### config.mk
export PLATFORM = sky130hd
export DESIGN_NAME = calculator_uart_reporter
export DESIGN_NICKNAME = d
export VERILOG_FILES = /design/src/rtl/calculator_uart_reporter.sv
export SDC_FILE = /design/constraint.sdc
export NUM_CORES = 1
export LEC_CHECK = 0
export BUFFER_PORTS_ARGS = -buffer_cell sky130_fd_sc_hd__buf_2
export CORE_MARGIN = 2
export CORE_UTILIZATION = 35
export CTS_BUF_LIST = sky130_fd_sc_hd__clkbuf_2
export DETAILED_ROUTE_END_ITERATION = 6
export GPL_ROUTABILITY_DRIVEN = 1
export HOLD_SLACK_MARGIN = 0.05
export SLEW_MARGIN = 25
export SYNTH_ARGS = -nofsm -noshare
export SYNTH_HDL_FRONTEND = slang
export SYNTH_SLANG_ARGS = --single-unit
### constraint.sdc
create_clock -name clk -period 3.5 [get_ports clk]
set_input_delay 0.35 -clock clk [delete_from_list [all_inputs] [get_ports clk]]
set_output_delay 0.35 -clock clk [all_outputs]
set_load 0.005 [all_outputs]
### src/rtl/calculator_uart_reporter.sv
// Serial reporter: on a rising edge of IN_send, captures the result word and sign and
// transmits them as an uppercase ASCII hex line (optional '-', 8 digits, CR, LF) over UART 8N1.
module calculator_uart_reporter #(
    parameter int CLKS_PER_BIT = 10416
) (
    input  logic        clk,
    input  logic        rst_n,
    input  logic [31:0] IN_answer,
    input  logic        IN_is_negative,
    input  logic        IN_send,
    output logic        OUT_tx,
    output logic        OUT_busy,
    output logic        OUT_done
);

    localparam int BAUD_W = $clog2(CLKS_PER_BIT);
    localparam logic [BAUD_W-1:0] BAUD_LAST = BAUD_W'(CLKS_PER_BIT - 1);

    localparam logic [1:0] IDLE  = 2'd0;
    localparam logic [1:0] START = 2'd1;
    localparam logic [1:0] DATA  = 2'd2;
    localparam logic [1:0] STOP  = 2'd3;

    logic [1:0]        state;
    logic [BAUD_W-1:0] baud_cnt;
    logic [2:0]        bit_idx;
    logic [3:0]        byte_idx;
    logic              send_q;
    logic              tx;
    logic              busy;
    logic              done;
    logic [31:0]       mag;
    logic              neg;
    logic              request;
    logic              baud_end;
    logic              capture;
    logic [3:0]        last_idx;
    logic [7:0]        cur_byte;

    function automatic logic [7:0] hex_char(input logic [3:0] n);
        if (n < 4'd10)
            return 8'h30 + {4'h0, n};
        return 8'h37 + {4'h0, n};
    endfunction

    // Byte at position idx of the message; the '-' shifts digit positions by one.
    function automatic logic [7:0] msg_byte(input logic [31:0] m, input logic s,
                                            input logic [3:0] idx);
        logic [3:0]  d;
        logic [31:0] sh;
        d  = idx - {3'b000, s};
        sh = m << {d[2:0], 2'b00};
        if (s && idx == 4'd0)
            return 8'h2D;
        else if (d < 4'd8)
            return hex_char(sh[31:28]);
        else if (d == 4'd8)
            return 8'h0D;
        return 8'h0A;
    endfunction

    assign request  = IN_send & ~send_q;
    assign baud_end = (baud_cnt == BAUD_LAST);
    assign capture  = (state == IDLE) && request;
    assign last_idx = neg ? 4'd10 : 4'd9;
    assign cur_byte = msg_byte(mag, neg, byte_idx);

    assign OUT_tx   = tx;
    assign OUT_busy = busy;
    assign OUT_done = done;

    // Captured message payload; only read while busy, so it needs no reset.
    always_ff @(posedge clk) begin
        if (capture) begin
            mag <= IN_is_negative ? (~IN_answer + 32'd1) : IN_answer;
            neg <= IN_is_negative;
        end
    end

    always_ff @(posedge clk or negedge rst_n) begin
        if (!rst_n) begin
            state    <= IDLE;
            baud_cnt <= '0;
            bit_idx  <= 3'd0;
            byte_idx <= 4'd0;
            send_q   <= 1'b1;
            tx       <= 1'b1;
            busy     <= 1'b0;
            done     <= 1'b0;
        end else begin
            send_q <= IN_send;
            done   <= 1'b0;
            case (state)
                IDLE: begin
                    if (request) begin
                        state    <= START;
                        tx       <= 1'b0;
                        busy     <= 1'b1;
                        baud_cnt <= '0;
                        bit_idx  <= 3'd0;
                        byte_idx <= 4'd0;
                    end
                end
                START: begin
                    if (baud_end) begin
                        baud_cnt <= '0;
                        bit_idx  <= 3'd0;
                        state    <= DATA;
                        tx       <= cur_byte[0];
                    end else begin
                        baud_cnt <= baud_cnt + 1'b1;
                    end
                end
                DATA: begin
                    if (baud_end) begin
                        baud_cnt <= '0;
                        if (bit_idx == 3'd7) begin
                            state <= STOP;
                            tx    <= 1'b1;
                        end else begin
                            bit_idx <= bit_idx + 3'd1;
                            tx      <= cur_byte[bit_idx + 3'd1];
                        end
                    end else begin
                        baud_cnt <= baud_cnt + 1'b1;
                    end
                end
                STOP: begin
                    if (baud_end) begin
                        baud_cnt <= '0;
                        if (byte_idx == last_idx) begin
                            state    <= IDLE;
                            busy     <= 1'b0;
                            done     <= 1'b1;
                            byte_idx <= 4'd0;
                        end else begin
                            byte_idx <= byte_idx + 4'd1;
                            state    <= START;
                            tx       <= 1'b0;
                        end
                    end else begin
                        baud_cnt <= baud_cnt + 1'b1;
                    end
                end
                default: state <= IDLE;
            endcase
        end
    end

endmodule

# Word level (Yosys, flattened, before mapping)
# Index checks and enable logic that the tools add are counted.
[word_totals]
register_bits = 60
in_bits = 36
output_inout_bits = 3
word_cells = 100
[classes]
add_sub_neg = 7
magnitude_cmp = 3
n_eq_ne = 15
shifts = 1
mux = 49
bitwise_logic = 3
reduce_logical = 12
[op_table]
columns = ["operator", "n"]
rows = [
  ["8-bit 2-to-1 mux", 6],
  ["32-bit by 1-bit adder with 32-bit output (second input constant)", 1],
  ["32-bit 2-to-1 mux", 1],
  ["32-bit NOT", 1],
  ["32-bit by 5-bit left shift with 32-bit output", 1],
  ["14-bit 2-to-1 mux", 2],
  ["14-bit one-hot mux with 2 select lines", 1],
  ["1-bit 2-to-1 mux", 20],
  ["2-bit inequality test (second input constant)", 8],
  ["5-bit AND reduction", 3],
  ["14-bit by 1-bit adder with 14-bit output (second input constant)", 1],
  ["6-bit by 4-bit adder with 7-bit output (first input constant)", 2],
  ["14-bit == test (second input constant)", 1],
  ["2-bit 2-to-1 mux", 6],
  ["3-bit 2-to-1 mux", 4],
  ["4-bit 2-to-1 mux", 3],
  ["3-bit one-hot mux with 3 select lines", 1],
  ["4-bit less-than comparator (second input constant)", 2],
  ["2-bit one-hot mux with 4 select lines", 1],
  ["4-bit one-hot mux with 2 select lines", 1],
  ["4-bit by 1-bit adder with 4-bit output (second input constant)", 1],
  ["2-bit == test (second input constant)", 2],
  ["4-bit == test", 1],
  ["4-bit == test (second input constant)", 1],
  ["other kinds (18)", 19],
]

# Depth between registers and ports, before layout
# Gate-level depths: netlist (run 1).
[depth]
word_depth = 15
ltp_mapped = 13
ltp_nobuf = 13

# Least setup slack after synthesis (run 1)
# OpenSTA, ideal clock, no wires.
[synth_path]
path_type = "flip-flop to flip-flop"
startpoint = "reg byte_idx[0]"
endpoint = "reg tx, in the netlist OUT_tx"
setup_ns = 0.077
t_arrival_ns = 2.906
required_ns = 3.423
setup_slack_ns = 0.517
stages_incl_launch_ff = 12
path_buffers = 0
synth_period_minus_slack_ns = 2.983
path_cell_list = "dfrtp_1 inv_1 ha_1 ha_1 xor2_4 mux4_2 mux2i_4 ha_1 a211oi_1 a211oi_1 a221o_1 a31oi_1"
[synth_via]
elab_chain_cells = 15
elab_cells_between_ends = 29
cone_classes = "add/sub (3); order compare (2); eq/ne (3); shift (1); mux (17); reduce/logical (3)"
[synth_lines]
columns = ["element", "line_no", "source"]
rows = [
  ["start, declared", "27", "logic [3:0] byte_idx;"],
  ["start signal, assigned", "137", "byte_idx <= byte_idx + 4'd1;"],
  ["4-bit by 1-bit subtractor with 4-bit output", "51", "d = idx - {3'b000, s};"],
  ["32-bit by 5-bit left shift with 32-bit output", "52", "sh = m << {d[2:0], 2'b00};"],
  ["4-bit less-than comparator", "41", "if (n < 4'd10)"],
  ["1-bit 2-to-1 mux", "41", ""],
  ["1-bit 2-to-1 mux", "55", "else if (d < 4'd8)"],
  ["1-bit 2-to-1 mux", "53", "if (s && idx == 4'd0)"],
  ["8-bit 2-to-1 mux", "43", "return 8'h37 + {4'h0, n};"],
  ["8-bit 2-to-1 mux", "55", ""],
  ["8-bit 2-to-1 mux", "53", ""],
  ["8-bit 2-to-1 mux", "59", "return 8'h0A;"],
  ["1-bit binary-select mux with 3-bit select", "122", "tx <= cur_byte[bit_idx + 3'd1];"],
  ["1-bit 2-to-1 mux (implied by the code)", "122", ""],
  ["1-bit 2-to-1 mux", "117", "if (bit_idx == 3'd7) begin"],
  ["1-bit 2-to-1 mux", "115", "if (baud_end) begin"],
  ["1-bit one-hot mux with 4 select lines", "93", "case (state)"],
  ["end signal, assigned", "109", "tx <= cur_byte[0];"],
  ["end signal, assigned", "122", ""],
  ["end, declared", "29", "logic tx;"],
]
# Several ways; a longest one is shown, not always the timed one. The select of a mux whose other input is x is not followed.
# A chain may end at the register's enable or synchronous reset.

# Final worst setup path (run 1)
# Same ends and word-level chain as after synthesis.

==> impl_metrics.json, run 1 <==
{
  "synth_top_cell_area_share": 0.2613,
  "setup_ws_ns": 0.2323,
  "antenna_found_initial": 0,
  "grt_pass1_wl_mm": 12.76,
  "syn_inst": 357,
  "gp_congestion": 0.7877,
  "cp_common_cell": "ha_1",
  "worstSetupPathDepth": 11,
  "drt_iter0_markers": 174,
  "syn_avg_cell_area_sq_um": 10.62,
  "htree_levels": 3,
  "tightest_slew_ns": 0.8500,
  "skew_ns": 0.01902,
  "netlist_area_sq_um": 3792,
  "path_cells": "inv_1 > ha_1 > ha_1 > xor2_4 > mux4_2 > mux2i_4 > ha_1 > and4b_1 > o311ai_1 > a221o_1 > a31oi_1",
  "async_flop_share": 0.4500,
  "n_antenna_cell": 0,
  "ys_top_cells_by_area": "edfxtp_1, dfrtp_1, xnor2_1",
  "fmaxAchievable_ghz": 0.3060,
  "yosys_register_bits": 60,
  "synth_cell_type_count": 62,
  "clk_pin_slew_ns": 0.17,
  "syn2layout_area_growth_pct": 12.50,
  "root_buffer": "clkbuf_2",
  "dpl.hpwl_mm": 5.602,
  "clock_sinks": 60,
  "final.setup.tns_ns": 0,
  "rr_startpoint": "byte_idx[0]",
  "critPathLaunchType": "register",
  "grtUsageTotal": 0.1394,
  "timing.critical_path.max_delay_family": "multiplexers",
  "clkLatencyLatePin_ns": 0.50,
  "io_buffers": 38,
  "slowest_delay_ns": 0.57,
  "r2r_slack_ns": 0.23,
  "wl_per_cell_um": 13.59,
  "status": "finished clean",
  "hold_class": "input port to register",
  "ioPinCount": 39,
  "slew_viol_final": 0,
  "ys_dominant_reg_cell": "edfxtp_1",
  "clockBufferDepth": 2,
  "drt_pass1_iterations": 5,
  "ys_seq_area_frac": 0.4401,
  "min_from": "IN_answer[31]",
  "start_util": 0.3545,
  "worstRegToRegCells": 11,
  "leakagePower_nw": 1.651,
  "dieArea_sq_um": 11680,
  "antenna_left": 0,
  "remaining_drc_errors": 0,
  "cp.arrival_ns": 3.70,
  "cp-endpoint": "OUT_tx",
  "synth_nets": 407,
  "startpoint": "byte_idx[0]",
  "cts_made_buffers": 9,
  "critPathCaptureType": "register",
  "nNetsFinal": 453,
  "worstPathMaxFanout": 8,
  "post-route-period-util": 0.9336,
  "rsz0062_at_grt": "false",
  "grt_overflow": 0,
  "p_per_area_nw_per_um2": 630.4,
  "path_buf_inv": 1,
  "cts_tree": "done",
  "synth_top_area_cell": "edfxtp_1",
  "fin_crit_ns": 3.268,
  "max_slew_margin": 0.4286,
  "critPathRequiredTime_ns": 3.94,
  "grt_pass1_vias": 2656,
  "dr_total_vias": 2844,
  "fp.dieH_um": 108.1,
  "setup_viol": 0,
  "ys_warn_count": 0,
  "peakVddDrop_v": 0.0002005,
  "via_per_inst": 5.190,
  "max_cap_viol_count": 0,
  "synth_edf_count": 33,
  "finalPower_mw": 2.690,
  "final_cell_mix": "o21ai_0, nand2_1, buf_2",
  "grt_max_degree": 34,
  "crit_path_top_delay_cell": "mux4_2",
  "ctsResizeCount": 0,
  "reg2reg_to": "OUT_tx",
  "hold_viol": 0,
  "fp.dieW_um": 108.1,
  "num_rows": 38,
  "drt-total-wl_mm": 7.448,
  "core_sq_um": 10700,
  "drive_gt1_frac": 0.2034,
  "place_ws_ns": 0.2301,
  "critPathKind": "register to register"
}
how the worst min path moves through the flow:
stage,end,slack [ns],depth (start not counted)
2_1_floorplan,OUT_busy,0.05,0
3_3_place_gp,baud_cnt[4],0.39,1
3_5_place_dp,baud_cnt[3],0.41,1
4_1_cts,mag[31],0.09,2
5_1_grt,mag[31],0.07,2
6_report,mag[31],0.13,2
sequential cells by signal (all words and copies together) (netlist names):
name      count
bit_idx       3
neg           1
OUT_tx        1
OUT_busy      1
send_q        1
state         2
mag          32
OUT_done      1
byte_idx      4
baud_cnt     14
per-stage QoR:
stage / std cells / hold slack, ns / util / cell area (sq um)
2_1_floorplan: 357 / 0.05441 / - / 3792
3_3_place_gp: 527 / 0.3918 / 0.3849 / 4118
3_5_place_dp: 527 / 0.4086 / 0.3849 / 4118
4_1_cts: 546 / 0.08570 / 0.3974 / 4252
5_1_grt: 548 / 0.07284 / 0.3988 / 4267
6_report: 548 / 0.1265 / 0.3988 / 4267
kinds of logic (layout without fill, tap and decap cells):
group,count (synthesis),in the layout,synth area share
multiplexers,16,16,0.07159
AND/OR/NAND/NOR,130,130,0.1910
buffers and inverters,21,72,0.02540
AO/OA/AOI/OAI,76,76,0.1283
adder cells (fa/ha/maj),14,14,0.04619
flip-flops,60,60,0.4401
XOR/XNOR,40,40,0.09733
Yosys cell counts, types with 2 or more instances:
master,count
and3_1,7
o21ai_0,39
or4_1,2
nand4_1,5
edfxtp_1,33
a21oi_1,8
o21ai_1,2
nor3_1,5
dfstp_2,2
xnor2_1,33
clkbuf_1,5
buf_6,2
or2_2,2
a211oi_1,2
mux2_2,3
xor2_1,6
nand3_1,12
nand2b_1,3
inv_1,11
or4_4,2
and4b_1,2
dfrtp_1,25
ha_1,14
nand3b_1,5
buf_2,2
nand4b_1,4
or3_1,6
mux4_2,4
nand2_1,39
o31ai_1,8
a31oi_1,3
o41ai_1,2
mux2i_4,2
mux4_1,2
nor2_1,23
mux2i_1,5
o2111ai_1,2
what timing repair did:
item	4_1_cts	5_1_grt
setup buffers	0	2
hold buffers	3	0
hold endpoints to repair	27	0
setup endpoints to repair	0	1
layout make-up:
type / instances / area (sq um)
clock buffers: 12 / 60.06
clock inverters: 4 / 43.79
fillers: 1057 / 6431
inverters: 11 / 41.29
multi-input cells: 276 / 2027
flip-flops and latches: 60 / 1669
well taps: 140 / 175.2
repair buffers: 45 / 250.2
report_power, final:
part / total, mW / internal, mW / switching [mW]
combinational: 1.32 / 0.570 / 0.750
clock: 0.417 / 0.170 / 0.247
sequential: 0.952 / 0.867 / 0.0846
total: 2.69 / 1.61 / 1.08
metal layers:
| metal | routed length, um | GRT usage | vias to the layer above | part of all wire |
|---|---|---|---|---|
| met2 | 3601 | 0.2291 | 68 | 0.48 |
| li1 | - | - | 1417 | - |
| met1 | 3445 | 0.1781 | 1352 | 0.46 |
| met4 | 85 | 0.04853 | 0 | 0.011 |
| met3 | 315 | 0.03617 | 7 | 0.042 |
| met5 | 0 | 0 | - | 0 |
Note: power is estimated with default switching activity, not from simulation.
==> inputs of run 2 (changes only) <==
Settings changed: PLACE_DENSITY from default to 0.57.
==> run 2 against run 1 <==
Effect of this change: clock skew rose by 0.021 ns; utilization down 0.23 points; sequential share of layout area grew 0.23 points; routed wire length down 0.56%; sequential cell count stayed put; global-route usage rose by 0.13 points; combinational power hardly changed; hold slack worse by 0.013 ns; maximum frequency is 1.6% higher; die area unchanged; cell count fell by 0.55%.
==> impl_metrics.json, run 2 (synthesized netlist as in run 1, its figures left out) <==
{
  "tightest_slew_ns": 0.8346,
  "clkPwrFrac": 0.158,
  "worstRegToRegCells": 11,
  "top_regs": "mag: 32 flops, baud_cnt: 14 flops, byte_idx: 4 flops",
  "timing.critical_path.max_delay_family": "multiplexers",
  "via_per_inst": 5.037,
  "multiInputGateArea_sq_um": 2027,
  "fillers": 1072,
  "layoutNonFillerInstCount": 545,
  "syn2layout_area_growth_pct": 11.84,
  "ctsResizeCount": 0,
  "p_seq_frac": 0.356,
  "slowest_delay_ns": 0.57,
  "wl_per_cell_um": 13.59,
  "setup_viol": 0,
  "finalPower_mw": 2.668,
  "num_rows": 38,
  "largest_register": "mag",
  "gp_congestion": 0.7762,
  "largest_reg_flops": 32,
  "dpl.hpwl_mm": 5.590,
  "nNetsFinal": 450,
  "rr_startpoint": "byte_idx[0]",
  "intPower_mw": 1.584,
  "comb_power_share": 0.486,
  "min_from": "IN_answer[0]",
  "final_cell_mix": "o21ai_0, nand2_1, buf_2",
  "grt_overflow": 0,
  "root_buffer": "clkbuf_2",
  "cts_hold_buffers": 2,
  "fin_util": 0.3965,
  "max_slew_margin": 0.4390,
  "antenna_left": 0,
  "dr_total_vias": 2745,
  "n_antenna_cell": 0,
  "remaining_drc_errors": 0,
  "max_cap_viol_count": 0,
  "rsz0062_at_grt": "false",
  "placedCellCount": 527,
  "clkLatencyLatePin_ns": 0.50,
  "hold_class": "input port to register",
  "p_per_area_nw_per_um2": 629.1,
  "critPathLaunchType": "register",
  "status": "finished clean",
  "cts_made_buffers": 9,
  "drt-total-wl_mm": 7.406,
  "final.setup.tns_ns": 0,
  "slew_viol_final": 0,
  "grt_pass1_wl_mm": 12.77,
  "drt_pass1_iterations": 5,
  "fp.dieW_um": 108.1,
  "skew_ns": 0.03996,
  "dieArea_sq_um": 11680,
  "clk_pin_slew_ns": 0.19,
  "reg2reg_to": "OUT_tx",
  "grt_max_degree": 34,
  "htree_levels": 3,
  "min_path_cells": 1,
  "cp.arrival_ns": 3.66,
  "fin_crit_ns": 3.216,
  "r2r_slack_ns": 0.28,
  "hold-path-endpoint": "mag[0]",
  "peakVddDrop_v": 0.0001930,
  "grt_pass1_vias": 2730,
  "critPathRequiredTime_ns": 3.95,
  "clockBufferDepth": 2,
  "io_buffers": 38,
  "path_buf_inv": 1,
  "swShare": 0.4064,
  "postCtsSetupBuffers": 0,
  "p_sw_mw": 1.085,
  "hold_viol": 0,
  "ioPinCount": 39,
  "fp.dieH_um": 108.1,
  "drive_gt1_frac": 0.1951,
  "antenna_found_initial": 0,
  "grtUsageTotal": 0.1406,
  "cp_common_cell": "ha_1",
  "crit_path_top_delay_cell": "mux4_2",
  "clock_sinks": 60,
  "setup_ws_ns": 0.2841,
  "path_cells": "inv_1 > ha_1 > ha_1 > xor2_4 > mux4_2 > mux2i_4 > ha_1 > a211oi_1 > a211oi_1 > a221o_1 > a31oi_1",
  "cts_tree": "done",
  "start_util": 0.3545,
  "fmaxAchievable_ghz": 0.3110,
  "drt_iter0_markers": 138,
  "leakagePower_nw": 1.632,
  "worstPathMaxFanout": 8,
  "final-seq-area_sq_um": 1669,
  "core_sq_um": 10700,
  "place_ws_ns": 0.2730,
  "critPathKind": "register to register",
  "critPathCaptureType": "register",
  "post-route-period-util": 0.9188
}
## run 2: changes by cell type in the layout (fill, tap and decap cells not counted), sizes merged
cell	previous run	this run
clkbuf	12	10
buf	42	40
clkinv	2	4
dlygate4sd3	3	2
## run 2: layout make-up
class / count / share of cell area
clock buffer: 10 / 0.01180
clock inverter: 6 / 0.01268
inverter: 11 / 0.009735
multi-input combinational: 276 / 0.4779
sequential: 60 / 0.3935
tap: 140 / 0.04130
timing repair buffer: 42 / 0.05310
## run 2: stage by stage
stage / area (sq um) / hold slack, ns
after global placement: 4118 / 0.3974
after CTS: 4242 / 0.07342
after detailed placement: 4118 / 0.4060
final: 4242 / 0.1138
after global routing: 4242 / 0.06638
after floorplan: 3792 / 0.05441
## run 2: power by group through the flow
stage,Sequential [mW],Combinational [mW],Clock (mW)
5_1_grt,0.965,1.46,0.477
2_1_floorplan,0.931,1.03,0
4_1_cts,0.950,1.31,0.440
3_3_place_gp,0.963,1.28,0
6_report,0.949,1.30,0.422
3_5_place_dp,0.965,1.31,0
## run 2: worst max-delay path by stage
| stage | startpoint | endpoint | slack [ns] | depth (start not counted) |
|---|---|---|---|---|
| after global placement | byte_idx[0] | OUT_tx | 0.36 | 11 |
| after detailed placement | byte_idx[0] | OUT_tx | 0.27 | 11 |
| after CTS | byte_idx[0] | OUT_tx | 0.29 | 11 |
| final | byte_idx[0] | OUT_tx | 0.28 | 11 |
| after floorplan | byte_idx[0] | OUT_tx | 0.52 | 11 |
| after global routing | byte_idx[0] | OUT_tx | 0.04 | 11 |
## run 2: per-layer routing
metal / vias to the layer above / track usage / wire length (um) / part of all wire
met5: - / 0 / 0 / 0
met4: 0 / 0.04396 / 93 / 0.013
met3: 8 / 0.03436 / 264 / 0.036
met2: 57 / 0.2341 / 3590 / 0.48
met1: 1256 / 0.1807 / 3457 / 0.47
li1: 1424 / - / - / -
==> inputs of run 3 (changes only) <==
Settings changed: CORE_MARGIN 2 to 5, SETUP_SLACK_MARGIN from default to 0.5.
==> run 3 against run 2 <==
Effect of this change: cell count increased by 2.0%; sequential share of layout area decreased by 1.1 points; critical path depth unchanged; non-clock buffer count increased by 11; highest routed layer unchanged; utilization increased by 1.0 points; clock skew increased by 0.0038 ns; maximum frequency increased by 8.6%; hold slack improved by 0.035 ns; largest cell class unchanged; count of clock-buffer cells in the layout decreased by 1; via count increased by 2.7%; clock power increased by 6.9%.
==> impl_metrics.json, run 3 (synthesized netlist as in run 1, its figures left out) <==
{
  "status": "finished clean",
  "grt_overflow": 0,
  "grt_pass1_wl_mm": 13.57,
  "top_regs": "mag: 32 flops, baud_cnt: 14 flops, byte_idx: 4 flops",
  "num_rows": 38,
  "peakVddDrop_v": 0.0002499,
  "leakagePower_nw": 1.678,
  "wl_per_cell_um": 14.09,
  "largest_reg_flops": 32,
  "p_per_area_nw_per_um2": 660.9,
  "core_sq_um": 10750,
  "ioPinCount": 39,
  "cts_made_buffers": 9,
  "via_per_inst": 5.068,
  "setup_viol": 0,
  "cp.arrival_ns": 3.36,
  "grtUsageTotal": 0.1280,
  "final_cell_mix": "o21ai_0, nand2_1, buf_2",
  "root_buffer": "clkbuf_2",
  "layoutNonFillerInstCount": 556,
  "final.setup.tns_ns": 0,
  "clock_sinks": 60,
  "htree_levels": 3,
  "gp_congestion": 0.7786,
  "critPathCaptureType": "register",
  "critPathRequiredTime_ns": 3.90,
  "cts_tree": "done",
  "slew_viol_final": 0,
  "max_slew_margin": 0.4344,
  "nNetsFinal": 461,
  "placedCellCount": 527,
  "clk_pin_slew_ns": 0.22,
  "largest_register": "mag",
  "remaining_drc_errors": 0,
  "hold_ws_ns": 0.1490,
  "io_buffers": 38,
  "grt_max_degree": 34,
  "drt-total-wl_mm": 7.836,
  "skew_ns": 0.04379,
  "drt_iter0_markers": 163,
  "antenna_left": 0,
  "fmaxAchievable_ghz": 0.3377,
  "clkLatencyLatePin_ns": 0.49,
  "grt_pass1_vias": 2904,
  "rsz0062_at_grt": "true",
  "clockBufferDepth": 2,
  "antenna_found_initial": 0,
  "hold_class": "input port to register",
  "fillers": 1057,
  "dieArea_sq_um": 13020,
  "dpl.hpwl_mm": 5.852,
  "dr_total_vias": 2818,
  "fp.dieH_um": 114.1,
  "drt_pass1_iterations": 4,
  "n_antenna_cell": 0,
  "final-seq-area_sq_um": 1669,
  "drive_gt1_frac": 0.2356,
  "worstPathMaxFanout": 6,
  "finalPower_mw": 2.887,
  "fp.dieW_um": 114.1,
  "hold_viol": 0,
  "critPathLaunchType": "register",
  "start_util": 0.3529,
  "fin_crit_ns": 2.961,
  "tightest_slew_ns": 0.8414,
  "syn2layout_area_growth_pct": 15.18,
  "r2r_slack_ns": 0.54,
  "multiInputGateArea_sq_um": 2053,
  "max_cap_viol_count": 0,
  "critPathKind": "register to register",
  "post-route-period-util": 0.8459
}
-- run 3: timing repair --
| item | in CTS | in global routing |
|---|---|---|
| hold buffers | 3 | 0 |
| hold endpoints to repair | 27 | 0 |
| pin swaps | 2 | 0 |
| setup endpoints to repair | 1 | 1 |
| gates resized for setup | 9 | 1 |
| setup buffers | 6 | 4 |
-- run 3: report_power, final --
| part | total, mW | internal (mW) | switching (mW) |
|---|---|---|---|
| combinational | 1.48 | 0.694 | 0.787 |
| sequential | 0.954 | 0.868 | 0.0863 |
| clock | 0.451 | 0.169 | 0.283 |
| total | 2.89 | 1.73 | 1.16 |
-- run 3: metrics by stage --
step / setup slack [ns] / instance area [sq um] / utilization
floorplan: 0.5172 / 3792 / -
global placement: 0.3618 / 4118 / 0.3832
detailed placement: 0.2022 / 4118 / 0.3832
CTS: 0.5049 / 4337 / 0.4036
global route: 0.3794 / 4368 / 0.4065
finish: 0.5392 / 4368 / 0.4065
-- run 3: worst max-delay path: stages (launching register included) --
cell and delay [ns]:
dfrtp_1 0.44, inv_2 0.10, ha_4 0.15, ha_4 0.16, xor2_4 0.24, mux4_2 0.56, mux2i_4 0.17, ha_2 0.30
a211oi_2 0.18, a211oi_1 0.09, a221o_1 0.30, a31oi_1 0.15
-- run 3: cell type report --
type,instances,area share
Clock buffer,9,0.01031
Clock inverter,7,0.01690
Inverter,11,0.009453
Multi-Input combinational cell,276,0.4701
Sequential cell,60,0.3821
Tap cell,140,0.04010
Timing Repair Buffer,53,0.07104
-- run 3: final timing paths --
| path | endpoint | depth (start not counted) | from |
|---|---|---|---|
| max reg2reg | OUT_tx | 11 | byte_idx[0] |
| min reg2reg | bit_idx[2] | 2 | bit_idx[2] |
| min in group asynchronous | state[0] | 2 | rst_n |
| max in group asynchronous | baud_cnt[8] | 2 | rst_n |
| max | OUT_tx | 11 | byte_idx[0] |
| min | mag[31] | 2 | IN_answer[31] |
-- run 3: metal layers --
metal	part of all wire	wire, um	global-route usage	vias up
li1	-	-	-	1439
met1	0.46	3577	0.1628	1313
met2	0.49	3864	0.2209	56
met3	0.035	278	0.02273	10
met4	0.015	114	0.04117	0
met5	0	0	0	-
